### src/rtl/mc_pkg.sv
// mc_pkg: shared definitions for the multi-cycle MIPS-subset control unit.
// Holds the FSM state codes, opcode/funct constants, the datapath select
// encodings driven by mc_ctrl, and the one-hot instruction class vector
// produced by mc_decode.
package mc_pkg;

    // State codes are visible on the debug port, so their values are fixed.
    typedef enum logic [2:0] {
        S_FETCH  = 3'd0,
        S_DECODE = 3'd1,
        S_EXEC   = 3'd2,
        S_MEM    = 3'd3,
        S_WB     = 3'd4
    } state_t;

    // Primary opcodes (IR[31:26])
    localparam logic [5:0] OP_RTYPE = 6'b000000;
    localparam logic [5:0] OP_ORI   = 6'b001101;
    localparam logic [5:0] OP_LUI   = 6'b001111;
    localparam logic [5:0] OP_LW    = 6'b100011;
    localparam logic [5:0] OP_SW    = 6'b101011;
    localparam logic [5:0] OP_BEQ   = 6'b000100;
    localparam logic [5:0] OP_J     = 6'b000010;
    localparam logic [5:0] OP_JAL   = 6'b000011;

    // R-type function codes (IR[5:0])
    localparam logic [5:0] FUNCT_ADDU = 6'b100001;
    localparam logic [5:0] FUNCT_SUBU = 6'b100011;
    localparam logic [5:0] FUNCT_JR   = 6'b001000;

    // Next-PC unit select
    localparam logic [1:0] NPC_PC4 = 2'b00;
    localparam logic [1:0] NPC_BR  = 2'b01;
    localparam logic [1:0] NPC_J   = 2'b10;
    localparam logic [1:0] NPC_JR  = 2'b11;

    // ALU operation select
    localparam logic [1:0] ALU_ADD = 2'b00;
    localparam logic [1:0] ALU_SUB = 2'b01;
    localparam logic [1:0] ALU_OR  = 2'b10;
    localparam logic [1:0] ALU_LUI = 2'b11;

    // Register file destination select
    localparam logic [1:0] REGDST_RT = 2'b00;
    localparam logic [1:0] REGDST_RD = 2'b01;
    localparam logic [1:0] REGDST_RA = 2'b10;

    // Register file write-data select
    localparam logic [1:0] WDSEL_ALU = 2'b00;
    localparam logic [1:0] WDSEL_MEM = 2'b01;
    localparam logic [1:0] WDSEL_PC4 = 2'b10;

    // Exactly one field is set for any op/funct combination.
    typedef struct packed {
        logic addu;
        logic subu;
        logic jr;
        logic ori;
        logic lui;
        logic lw;
        logic sw;
        logic beq;
        logic j;
        logic jal;
        logic nop;
    } insn_class_t;

endpackage

### src/rtl/mc_ctrl_if.sv
// mc_ctrl_if: groups the control unit's datapath-facing signals.
//   master (control unit): inputs op, funct, imem_ready, dmem_ready;
//                          outputs state, enables, selects, retire, insn_cnt
//   slave  (datapath/observer): the mirror image
interface mc_ctrl_if
    import mc_pkg::*;
#(
    parameter int CNT_W = 32
) ();

    logic [5:0]       op;
    logic [5:0]       funct;
    logic             imem_ready;
    logic             dmem_ready;
    state_t           state;
    logic             ir_we;
    logic             pc_we;
    logic [1:0]       npc_op;
    logic             reg_we;
    logic [1:0]       reg_dst;
    logic [1:0]       wd_sel;
    logic [1:0]       alu_op;
    logic             alu_src_b;
    logic             ext_op;
    logic             mem_we;
    logic             retire;
    logic [CNT_W-1:0] insn_cnt;

    modport master (
        input  op, funct, imem_ready, dmem_ready,
        output state, ir_we, pc_we, npc_op, reg_we, reg_dst, wd_sel,
               alu_op, alu_src_b, ext_op, mem_we, retire, insn_cnt
    );

    modport slave (
        output op, funct, imem_ready, dmem_ready,
        input  state, ir_we, pc_we, npc_op, reg_we, reg_dst, wd_sel,
               alu_op, alu_src_b, ext_op, mem_we, retire, insn_cnt
    );

endinterface

### src/rtl/mc_decode.sv
// mc_decode: purely combinational instruction classifier.
//   op    in  6  IR[31:26]
//   funct in  6  IR[5:0]
//   cls   out    one-hot class vector; anything unrecognised is nop
module mc_decode
    import mc_pkg::*;
(
    input  logic [5:0]  op,
    input  logic [5:0]  funct,
    output insn_class_t cls
);

    // funct only matters for R-type; every unmatched encoding falls to nop
    // so the FSM always has exactly one class to act on.
    always_comb begin
        cls = '0;
        case (op)
            OP_RTYPE: begin
                case (funct)
                    FUNCT_ADDU: cls.addu = 1'b1;
                    FUNCT_SUBU: cls.subu = 1'b1;
                    FUNCT_JR:   cls.jr   = 1'b1;
                    default:    cls.nop  = 1'b1;
                endcase
            end
            OP_ORI:  cls.ori = 1'b1;
            OP_LUI:  cls.lui = 1'b1;
            OP_LW:   cls.lw  = 1'b1;
            OP_SW:   cls.sw  = 1'b1;
            OP_BEQ:  cls.beq = 1'b1;
            OP_J:    cls.j   = 1'b1;
            OP_JAL:  cls.jal = 1'b1;
            default: cls.nop = 1'b1;
        endcase
    end

endmodule

### src/rtl/mc_ctrl.sv
// mc_ctrl: multi-cycle control FSM for the MIPS-subset core.
//   clk    in   rising-edge clock
//   reset  in   synchronous active-high reset
//   bus    master modport of mc_ctrl_if: op/funct/ready inputs, FSM state,
//          datapath enables and selects, retire pulse, retired-insn counter
// Sequences FETCH -> DECODE -> EXEC -> MEM -> WB, skipping phases an
// instruction does not need, and counts retired instructions.
module mc_ctrl
    import mc_pkg::*;
#(
    parameter int CNT_W = 32
) (
    input  logic        clk,
    input  logic        reset,
    mc_ctrl_if.master   bus
);

    state_t           state_q;
    state_t           state_d;
    insn_class_t      cls;
    logic [CNT_W-1:0] cnt_q;

    logic             ir_we_c;
    logic             pc_we_c;
    logic             reg_we_c;
    logic             mem_we_c;
    logic [1:0]       npc_op;
    logic [1:0]       reg_dst;
    logic [1:0]       wd_sel;
    logic [1:0]       alu_op;
    logic             alu_src_b;
    logic             ext_op;

    mc_decode u_decode (
        .op    (bus.op),
        .funct (bus.funct),
        .cls   (cls)
    );

    // State register; reset abandons whatever instruction was in flight.
    always_ff @(posedge clk) begin
        if (reset) begin
            state_q <= S_FETCH;
        end else begin
            state_q <= state_d;
        end
    end

    // Retired-instruction counter, wrapping naturally at 2^CNT_W.
    always_ff @(posedge clk) begin
        if (reset) begin
            cnt_q <= '0;
        end else if (bus.retire) begin
            cnt_q <= cnt_q + 1'b1;
        end
    end

    // Next-state and output decode. Every instruction retires through
    // exactly one pc_we cycle: DECODE for jumps/NOP, EXEC for beq, the
    // dmem_ready cycle of MEM for sw, and WB for everything else.
    always_comb begin
        state_d   = state_q;
        ir_we_c   = 1'b0;
        pc_we_c   = 1'b0;
        reg_we_c  = 1'b0;
        mem_we_c  = 1'b0;
        npc_op    = NPC_PC4;
        reg_dst   = REGDST_RT;
        wd_sel    = WDSEL_ALU;
        alu_op    = ALU_ADD;
        alu_src_b = 1'b0;
        ext_op    = 1'b0;

        case (state_q)
            S_FETCH: begin
                ir_we_c = bus.imem_ready;
                if (bus.imem_ready) begin
                    state_d = S_DECODE;
                end
            end

            S_DECODE: begin
                if (cls.j || cls.jal) begin
                    pc_we_c = 1'b1;
                    npc_op  = NPC_J;
                    state_d = S_FETCH;
                    if (cls.jal) begin
                        reg_we_c = 1'b1;
                        reg_dst  = REGDST_RA;
                        wd_sel   = WDSEL_PC4;
                    end
                end else if (cls.jr) begin
                    pc_we_c = 1'b1;
                    npc_op  = NPC_JR;
                    state_d = S_FETCH;
                end else if (cls.nop) begin
                    pc_we_c = 1'b1;
                    npc_op  = NPC_PC4;
                    state_d = S_FETCH;
                end else begin
                    state_d = S_EXEC;
                end
            end

            S_EXEC: begin
                if (cls.beq) begin
                    // The next-PC unit picks target vs PC+4 from eq itself.
                    alu_op    = ALU_SUB;
                    alu_src_b = 1'b0;
                    pc_we_c   = 1'b1;
                    npc_op    = NPC_BR;
                    state_d   = S_FETCH;
                end else if (cls.lw || cls.sw) begin
                    alu_op    = ALU_ADD;
                    alu_src_b = 1'b1;
                    ext_op    = 1'b1;
                    state_d   = S_MEM;
                end else begin
                    state_d   = S_WB;
                end
            end

            S_MEM: begin
                // Address stays on the ALU output for the whole access.
                alu_op    = ALU_ADD;
                alu_src_b = 1'b1;
                ext_op    = 1'b1;
                if (cls.sw) begin
                    mem_we_c = 1'b1;
                    if (bus.dmem_ready) begin
                        pc_we_c = 1'b1;
                        npc_op  = NPC_PC4;
                        state_d = S_FETCH;
                    end
                end else if (bus.dmem_ready) begin
                    state_d = S_WB;
                end
            end

            S_WB: begin
                pc_we_c  = 1'b1;
                npc_op   = NPC_PC4;
                reg_we_c = 1'b1;
                state_d  = S_FETCH;
                if (cls.addu || cls.subu) begin
                    reg_dst = REGDST_RD;
                    wd_sel  = WDSEL_ALU;
                    alu_op  = cls.subu ? ALU_SUB : ALU_ADD;
                end else if (cls.ori) begin
                    reg_dst   = REGDST_RT;
                    wd_sel    = WDSEL_ALU;
                    alu_op    = ALU_OR;
                    alu_src_b = 1'b1;
                    ext_op    = 1'b0;
                end else if (cls.lui) begin
                    reg_dst   = REGDST_RT;
                    wd_sel    = WDSEL_ALU;
                    alu_op    = ALU_LUI;
                    alu_src_b = 1'b1;
                end else if (cls.lw) begin
                    reg_dst = REGDST_RT;
                    wd_sel  = WDSEL_MEM;
                end
            end

            // Codes 5-7 recover to FETCH without touching anything.
            default: begin
                state_d = S_FETCH;
            end
        endcase
    end

    // Enables are suppressed during reset so an abandoned instruction
    // leaves no architectural side effects.
    assign bus.ir_we     = ir_we_c  & ~reset;
    assign bus.pc_we     = pc_we_c  & ~reset;
    assign bus.reg_we    = reg_we_c & ~reset;
    assign bus.mem_we    = mem_we_c & ~reset;
    assign bus.retire    = pc_we_c  & ~reset;
    assign bus.state     = state_q;
    assign bus.npc_op    = npc_op;
    assign bus.reg_dst   = reg_dst;
    assign bus.wd_sel    = wd_sel;
    assign bus.alu_op    = alu_op;
    assign bus.alu_src_b = alu_src_b;
    assign bus.ext_op    = ext_op;
    assign bus.insn_cnt  = cnt_q;

endmodule
### src/flat_wrapper.sv
// flat-port wrapper written by rule: the top's interface ports become plain ports
module mc_ctrl_flat import mc_pkg::*;
#(
    parameter int CNT_W = 32
)
  (clk, reset, bus_op, bus_funct, bus_imem_ready, bus_dmem_ready, bus_state, bus_ir_we, bus_pc_we, bus_npc_op, bus_reg_we, bus_reg_dst, bus_wd_sel, bus_alu_op, bus_alu_src_b, bus_ext_op, bus_mem_we, bus_retire, bus_insn_cnt);
  mc_ctrl_if #(.CNT_W(CNT_W)) bus_i ();
  input  logic clk;
  input  logic reset;
  input wire logic [$bits(bus_i.op)-1:0] bus_op;
  input wire logic [$bits(bus_i.funct)-1:0] bus_funct;
  input wire logic [$bits(bus_i.imem_ready)-1:0] bus_imem_ready;
  input wire logic [$bits(bus_i.dmem_ready)-1:0] bus_dmem_ready;
  output wire logic [$bits(bus_i.state)-1:0] bus_state;
  output wire logic [$bits(bus_i.ir_we)-1:0] bus_ir_we;
  output wire logic [$bits(bus_i.pc_we)-1:0] bus_pc_we;
  output wire logic [$bits(bus_i.npc_op)-1:0] bus_npc_op;
  output wire logic [$bits(bus_i.reg_we)-1:0] bus_reg_we;
  output wire logic [$bits(bus_i.reg_dst)-1:0] bus_reg_dst;
  output wire logic [$bits(bus_i.wd_sel)-1:0] bus_wd_sel;
  output wire logic [$bits(bus_i.alu_op)-1:0] bus_alu_op;
  output wire logic [$bits(bus_i.alu_src_b)-1:0] bus_alu_src_b;
  output wire logic [$bits(bus_i.ext_op)-1:0] bus_ext_op;
  output wire logic [$bits(bus_i.mem_we)-1:0] bus_mem_we;
  output wire logic [$bits(bus_i.retire)-1:0] bus_retire;
  output wire logic [$bits(bus_i.insn_cnt)-1:0] bus_insn_cnt;
  assign bus_i.op = bus_op;
  assign bus_i.funct = bus_funct;
  assign bus_i.imem_ready = bus_imem_ready;
  assign bus_i.dmem_ready = bus_dmem_ready;
  assign bus_state = bus_i.state;
  assign bus_ir_we = bus_i.ir_we;
  assign bus_pc_we = bus_i.pc_we;
  assign bus_npc_op = bus_i.npc_op;
  assign bus_reg_we = bus_i.reg_we;
  assign bus_reg_dst = bus_i.reg_dst;
  assign bus_wd_sel = bus_i.wd_sel;
  assign bus_alu_op = bus_i.alu_op;
  assign bus_alu_src_b = bus_i.alu_src_b;
  assign bus_ext_op = bus_i.ext_op;
  assign bus_mem_we = bus_i.mem_we;
  assign bus_retire = bus_i.retire;
  assign bus_insn_cnt = bus_i.insn_cnt;
  mc_ctrl #(.CNT_W(CNT_W)) u_core (.clk(clk), .reset(reset), .bus(bus_i));
endmodule
### config.mk
export PLATFORM = sky130hd
export DESIGN_NAME = mc_ctrl_flat
export DESIGN_NICKNAME = d
export VERILOG_FILES = /design/src/rtl/mc_pkg.sv /design/src/rtl/mc_ctrl_if.sv /design/src/rtl/mc_decode.sv /design/src/rtl/mc_ctrl.sv /design/src/flat_wrapper.sv
export SDC_FILE = /design/constraint.sdc
export NUM_CORES = 1
export LEC_CHECK = 0
export CAP_MARGIN = 20
export CORE_MARGIN = 8
export CORE_UTILIZATION = 42
export CTS_BUF_LIST = sky130_fd_sc_hd__clkbuf_4 sky130_fd_sc_hd__clkbuf_8 sky130_fd_sc_hd__clkbuf_16
export DETAILED_ROUTE_END_ITERATION = 6
export PLACE_DENSITY = 0.8
export SLEW_MARGIN = 25
export SYNTH_ARGS = -nofsm -noshare
export SYNTH_HDL_FRONTEND = slang
export SYNTH_SLANG_ARGS = --single-unit
### constraint.sdc
create_clock -name clk -period 2.5 [get_ports clk]
set_input_delay 0.5 -clock clk [delete_from_list [all_inputs] [get_ports clk]]
set_output_delay 0.5 -clock clk [all_outputs]
set_load 0.01 [all_outputs]
# After elaboration in Yosys (flattened, before gate mapping)
# Index checks and enable logic that the tools add are counted.
word_totals:
  input_bits: 16
  register_bits: 35
  word_cells: 93
classes:
  n_addsub: 1
  muxes: 61
  n_reduce_logical: 8
  n_bitwise: 5
  eq_ne: 16
ops:
  columns: ["operator", "count"]
  rows:
  - ["$add A32 B1 Y32 const B", 1]
  - ["$mux W1", 31]
  - ["$mux W3", 9]
  - ["$eq A6 B6 Y1 const B", 4]
  - ["$mux W2", 11]
  - ["$eq A6 B4 Y1 const B", 3]
  - ["$pmux W2 S2", 4]
  - ["$eq A6 B2 Y1 const B", 2]
  - ["$pmux W3 S4", 1]
  - ["$reduce_or A7 Y1", 1]
  - ["$eq A3 B2 Y1 const B", 2]
  - ["$eq A6 B3 Y1 const B", 1]
  - ["$logic_not A6 Y1", 1]
  - ["$pmux W1 S2", 3]
  - ["$and A1 B1 Y1", 4]
  - ["$ne A2 B2 Y1 const B", 2]
  - ["$pmux W1 S4", 1]
  - ["$eq A3 B1 Y1 const B", 1]
  - ["$eq A3 B3 Y1 const B", 1]
  - ["$logic_not A3 Y1", 1]
  - ["$logic_or A1 B1 Y1", 3]
  - ["$pmux W1 S3", 1]
  - ["$reduce_or A3 Y1", 1]
  - ["$reduce_and A2 Y1", 1]
  - ["$not A1 Y1", 1]

# Longest topological paths before layout
# Gate-level depths: netlist (run 1).
logic_depth:
  depth_word: 9
  depth_mapped: 8
  ltp_nobuf: 6

# Modules after synthesis
# A second synthesis (run 1) with hierarchy kept.
unflattened:
  hier_cells: 268
  hier_area_um2: 2049.5
modules_own_cells:
  columns: ["module", "n_inst", "seq_area_each_um2", "area_per_inst_um2", "cells_each"]
  rows:
  - ["mc_ctrl", 1, 700.7, 1853.0, 237]
  - ["mc_decode", 1, 0.0, 196.4, 31]

# Least setup slack after synthesis (run 1)
# OpenSTA, ideal clock, no wires.
synth_path:
  path_type: "input to output"
  start: "input port bus_op[0]"
  end: "output port bus_retire"
  cell_stages: 7
  required_ps: 2000
  slack_ps: -276
  arrival_time_ps: 2276
  path_cell_list: "buf_2 or3_4 o41a_1 o41ai_4 o21ai_2 nor2_1 buf_4"
synth_between:
  elab_chain_len: 8
  word_cells_on_any_way: 23
  cone_classes: "7 x eq/ne; 12 x mux; 1 x bitwise; 3 x reduce/logical"
synth_lines:
  columns: ["item", "line", "text"]
  rows:
  - ["from (decl)", "flat_wrapper.sv:10", "input wire logic [$bits(bus_i.op)-1:0] bus_op;"]
  - ["$eq A6 B2 Y1, or another cell as far along", "mc_decode.sv:17", "case (op)"]
  - ["$reduce_or A7 Y1 (no source line)", null, null]
  - ["$pmux W1 S2", "mc_decode.sv:17", null]
  - ["$mux W1", "mc_ctrl.sv:96", "end else if (cls.nop) begin"]
  - ["$mux W1", "mc_ctrl.sv:92", "end else if (cls.jr) begin"]
  - ["$mux W1", "mc_ctrl.sv:83", "if (cls.j || cls.jal) begin"]
  - ["$pmux W1 S4 *", "mc_ctrl.sv:74", "case (state_q)"]
  - ["$and A1 B1 Y1 *", null, null]
  - ["to (decl)", "flat_wrapper.sv:25", "output wire logic [$bits(bus_i.retire)-1:0] bus_retire;"]
# Mark *: on every way between the ends. The rest lies on a longest branch, timed or not.

# Worst setup path after layout (run 1)
layout_path:
  start: "register u_core.state_q[2], in the netlist u_core.bus.state[2]"
  end: "output port bus_alu_op[1]"
layout_between:
  elab_chain_len: 2
  word_cells_on_any_way: 3
  cone_classes: "2 x eq/ne; 1 x mux"
layout_lines:
  columns: ["item", "line", "text"]
  rows:
  - ["from (decl)", "mc_ctrl.sv:18", "state_t state_q;"]
  - ["from (signal assigned)", "mc_ctrl.sv:45", "state_q <= state_d;"]
  - ["$eq A3 B3 Y1 or $eq A3 B2 Y1 (tied branches)", "mc_ctrl.sv:74", null]
  - ["$pmux W2 S2 *", "mc_ctrl.sv:74", null]
  - ["to (decl)", "flat_wrapper.sv:21", "output wire logic [$bits(bus_i.alu_op)-1:0] bus_alu_op;"]
# Marked as above.

==> flow_summary.ini, run 1 <==
[placed_design]
place_hpwl_microns = 4720
dp_slack_ns = -0.744
gp_congestion = 0.815
portBuffers = 65

[cts]
clockBufferDepth = 2
htreeDepth = 2
cts_buffers = 5
clk_pin_slew_ns = 0.07
clock-root-buffer = clkbuf_8
clock_latency_ns = 0.29
cts_tree = done
clock-sinks = 35

[floorplanning]
core_region_area_sq_um = 4720
row_count = 25
dieArea_sq_um = 7430
dieHeight_microns = 86.2
pin_count = 66
die_w_microns = 86.2
start_util_pct = 43.8

[sta]
finalCritPeriodShare_pct = 98.1
period_minus_slack_ns = 2.45
maxSlewViolCount = 0
maxSlewHeadroom_pct = 74.0
tightest_slew_ns = 0.380
hold_viol_final = 0
fmax_ghz = 0.408
setup_viol = 0
fin_skew_ns = 0.00529
finalWorstSetupSlack_ns = 0.0486
fin_hold_ws_ns = 0.507
finalSetupTns_ns = 0

[drt]
wl_microns = 6390
drtIter0Drc = 142
wl_per_cell_microns = 15.2
detail-route-antenna-nets = 0
drc = 0
drt_first_pass_iters = 4
vias = 2359
vias_per_cell = 5.60

[worst_hold_path]
hold_path.class = register to register
whs_path_depth = 2
min_from = u_core.bus.insn_cnt[24]

[setup_path]
worst-endpoint-arrival_ns = 1.95
reg2reg_from = u_core.bus.state[2]
startpoint_type = register
startpoint = u_core.bus.state[2]
cp.required_ns = 2.00
cp_max_fo = 4
end_kind = primary output
r2r_cells = 9
critPathKind = register to primary output

[yosys]
ys_async_sr_fraction_pct = 0
syn_area_per_cell_sq_um = 8.02
yosys.cell_types.count = 51
synthesis.instances = 258
syn_nets = 275
synth_ff_type = dfxtp_1
yosys_register_bits = 35
ys_seq_area_share_pct = 33.9
synth-edff-count = 0
yosysWarnings = 0
synth_area_sq_um = 2070

[global_route]
overflow = 0
grt_usage_pct = 17.2
antenna_found_initial = 0
grt_pass1_vias = 2316
grt_pass1_wl_microns = 10700
grt_max_degree = 27

[pwr]
p_sw_mw = 0.301
total_power_mw = 1.23
p_per_area_nw_per_um2 = 381
power_frac_comb_pct = 12.7
p_int_mw = 0.934
power_leakage_nw = 1.15
sw_frac_of_total_pct = 24.4
power_frac_clock_pct = 41.4
irDropWorstVdd_v = 0.000382
p_seq_share_pct = 46.0

[final_layout]
multi_input_area_sq_um = 1390
area_growth_pct = 56.6
layout-drive-gt1-share_pct = 24.9
nFillCells = 382
seq_area_sq_um = 701
diodes = 0
nNetsFinal = 370

[run_status]
status = finished clean

[run]
cap_violations = 0
## power by group through the flow
stage               registers, mW  clock network (mW)  logic, mW
floorplan                   0.582                   0     0.0652
global placement            0.580                   0      0.144
detailed placement          0.580                   0      0.146
CTS                         0.567               0.520      0.150
global route                0.568               0.542      0.168
finish                      0.567               0.511      0.156
## Yosys cell counts (all sizes together), types with 2 or more instances
library cell  count  area, sq um
dfxtp            35          701
a21oi            28          140
or3              24          155
o21ai            22          114
nor2             17         63.8
nand2            15         56.3
nand3            14         70.1
inv              11         41.3
clkbuf            7         26.3
o211ai            7         62.6
nor3              6         30.0
or2               6         37.5
or4               6         45.0
buf               5         30.0
nand4             5         31.3
nor4              5         31.3
o31ai             5         51.3
and3              4         25.0
xor2              4         35.0
nand2b            3         18.8
o2111ai           3         56.3
a2111oi           2         17.5
and2              2         12.5
or3b              2         17.5
## path summary, 6_finish.rpt
path	end	slack (ns)
setup / recovery	bus_alu_op[1]	0.05
hold / removal	u_core.bus.insn_cnt[24]	0.51
setup reg to reg	u_core.bus.insn_cnt[25]	0.13
hold reg to reg	u_core.bus.insn_cnt[24]	0.51
## per-layer routing
layer	routed length [microns]	GRT usage, %
met1	2780	20.6
met2	3190	29.9
met3	306	3.78
met4	104	5.48
met5	0	0
## repair_timing
item,in CTS,in global routing
hold buffers,0,0
buffers inserted,1,1
hold endpoints to repair,0,0
gates resized for setup,87,9
setup endpoints to repair,42,27
pin swaps,14,4
## critical path, stage by stage, from the launching register on
cell	delay, ns
dfxtp_1	0.33
or3b_4	0.41
nor4_2	0.23
buf_4	0.16
clkdlybuf4s50_1	0.53
## state kept, by name, summed over array words and instances, names as in the netlist
signal,cells
u_core.bus.insn_cnt,32
u_core.bus.state,3
## cell usage in the layout (no fill, tap or decap), drive strengths merged, types with 2 or more instances in the layout
master         netlist  routed
a21oi               28      28
o211ai               7       7
clkinv               0       2
clkdlybuf4s50        0      40
xor2                 4       4
dlymetal6s2s         0       2
or3b                 2       2
a2111oi              2       2
or2                  6       6
inv                 11      11
o21ai               22      22
nor4                 5       5
and3                 4       4
nand2               15      15
or3                 24      24
buf                  5      45
dlygate4sd2          0       7
clkbuf               7       7
clkdlybuf4s15        0       4
o2111ai              3       3
nand4                5       5
o31ai                5       5
nand3               14      14
nor2                17      17
nor3                 6       6
and2                 2       2
dfxtp               35      35
nand2b               3       3
or4                  6       6
## final cells by class
cell class                 instances  share of cell area (%)
inverter                          11                    1.28
clock buffer                       5                    2.13
timing repair buffer             100                    28.1
multi-input combinational        200                    42.9
sequential                        35                    21.6
tap                               67                    2.59
clock inverter                     3                    1.35
## kinds of logic after synthesis
kind of cell | Yosys count | share of synthesized area [%]
mux | 2 | 1.03
buf+inv | 23 | 4.72
simple gates | 115 | 31.3
flops | 35 | 33.9
xor+xnor | 5 | 2.12
compound gates | 77 | 26.4
fa+ha+maj | 1 | 0.605
## per-stage QoR
stage / util [%] / area [sq um] / instances
6_report: 68.6 / 3240 / 421
5_1_grt: 68.6 / 3240 / 421
4_1_cts: 67.8 / 3200 / 420
3_5_place_dp: 64.0 / 3020 / 411
3_3_place_gp: 64.0 / 3020 / 411
2_1_floorplan: - / 2100 / 258
(Power assumes the default switching activity.)
==> run 2: changes to the inputs <==
- TNS_END_PERCENT: default -> 30
==> results of run 2 <==
Same layout as run 1: the final DEF is identical, and so are final timing and power.
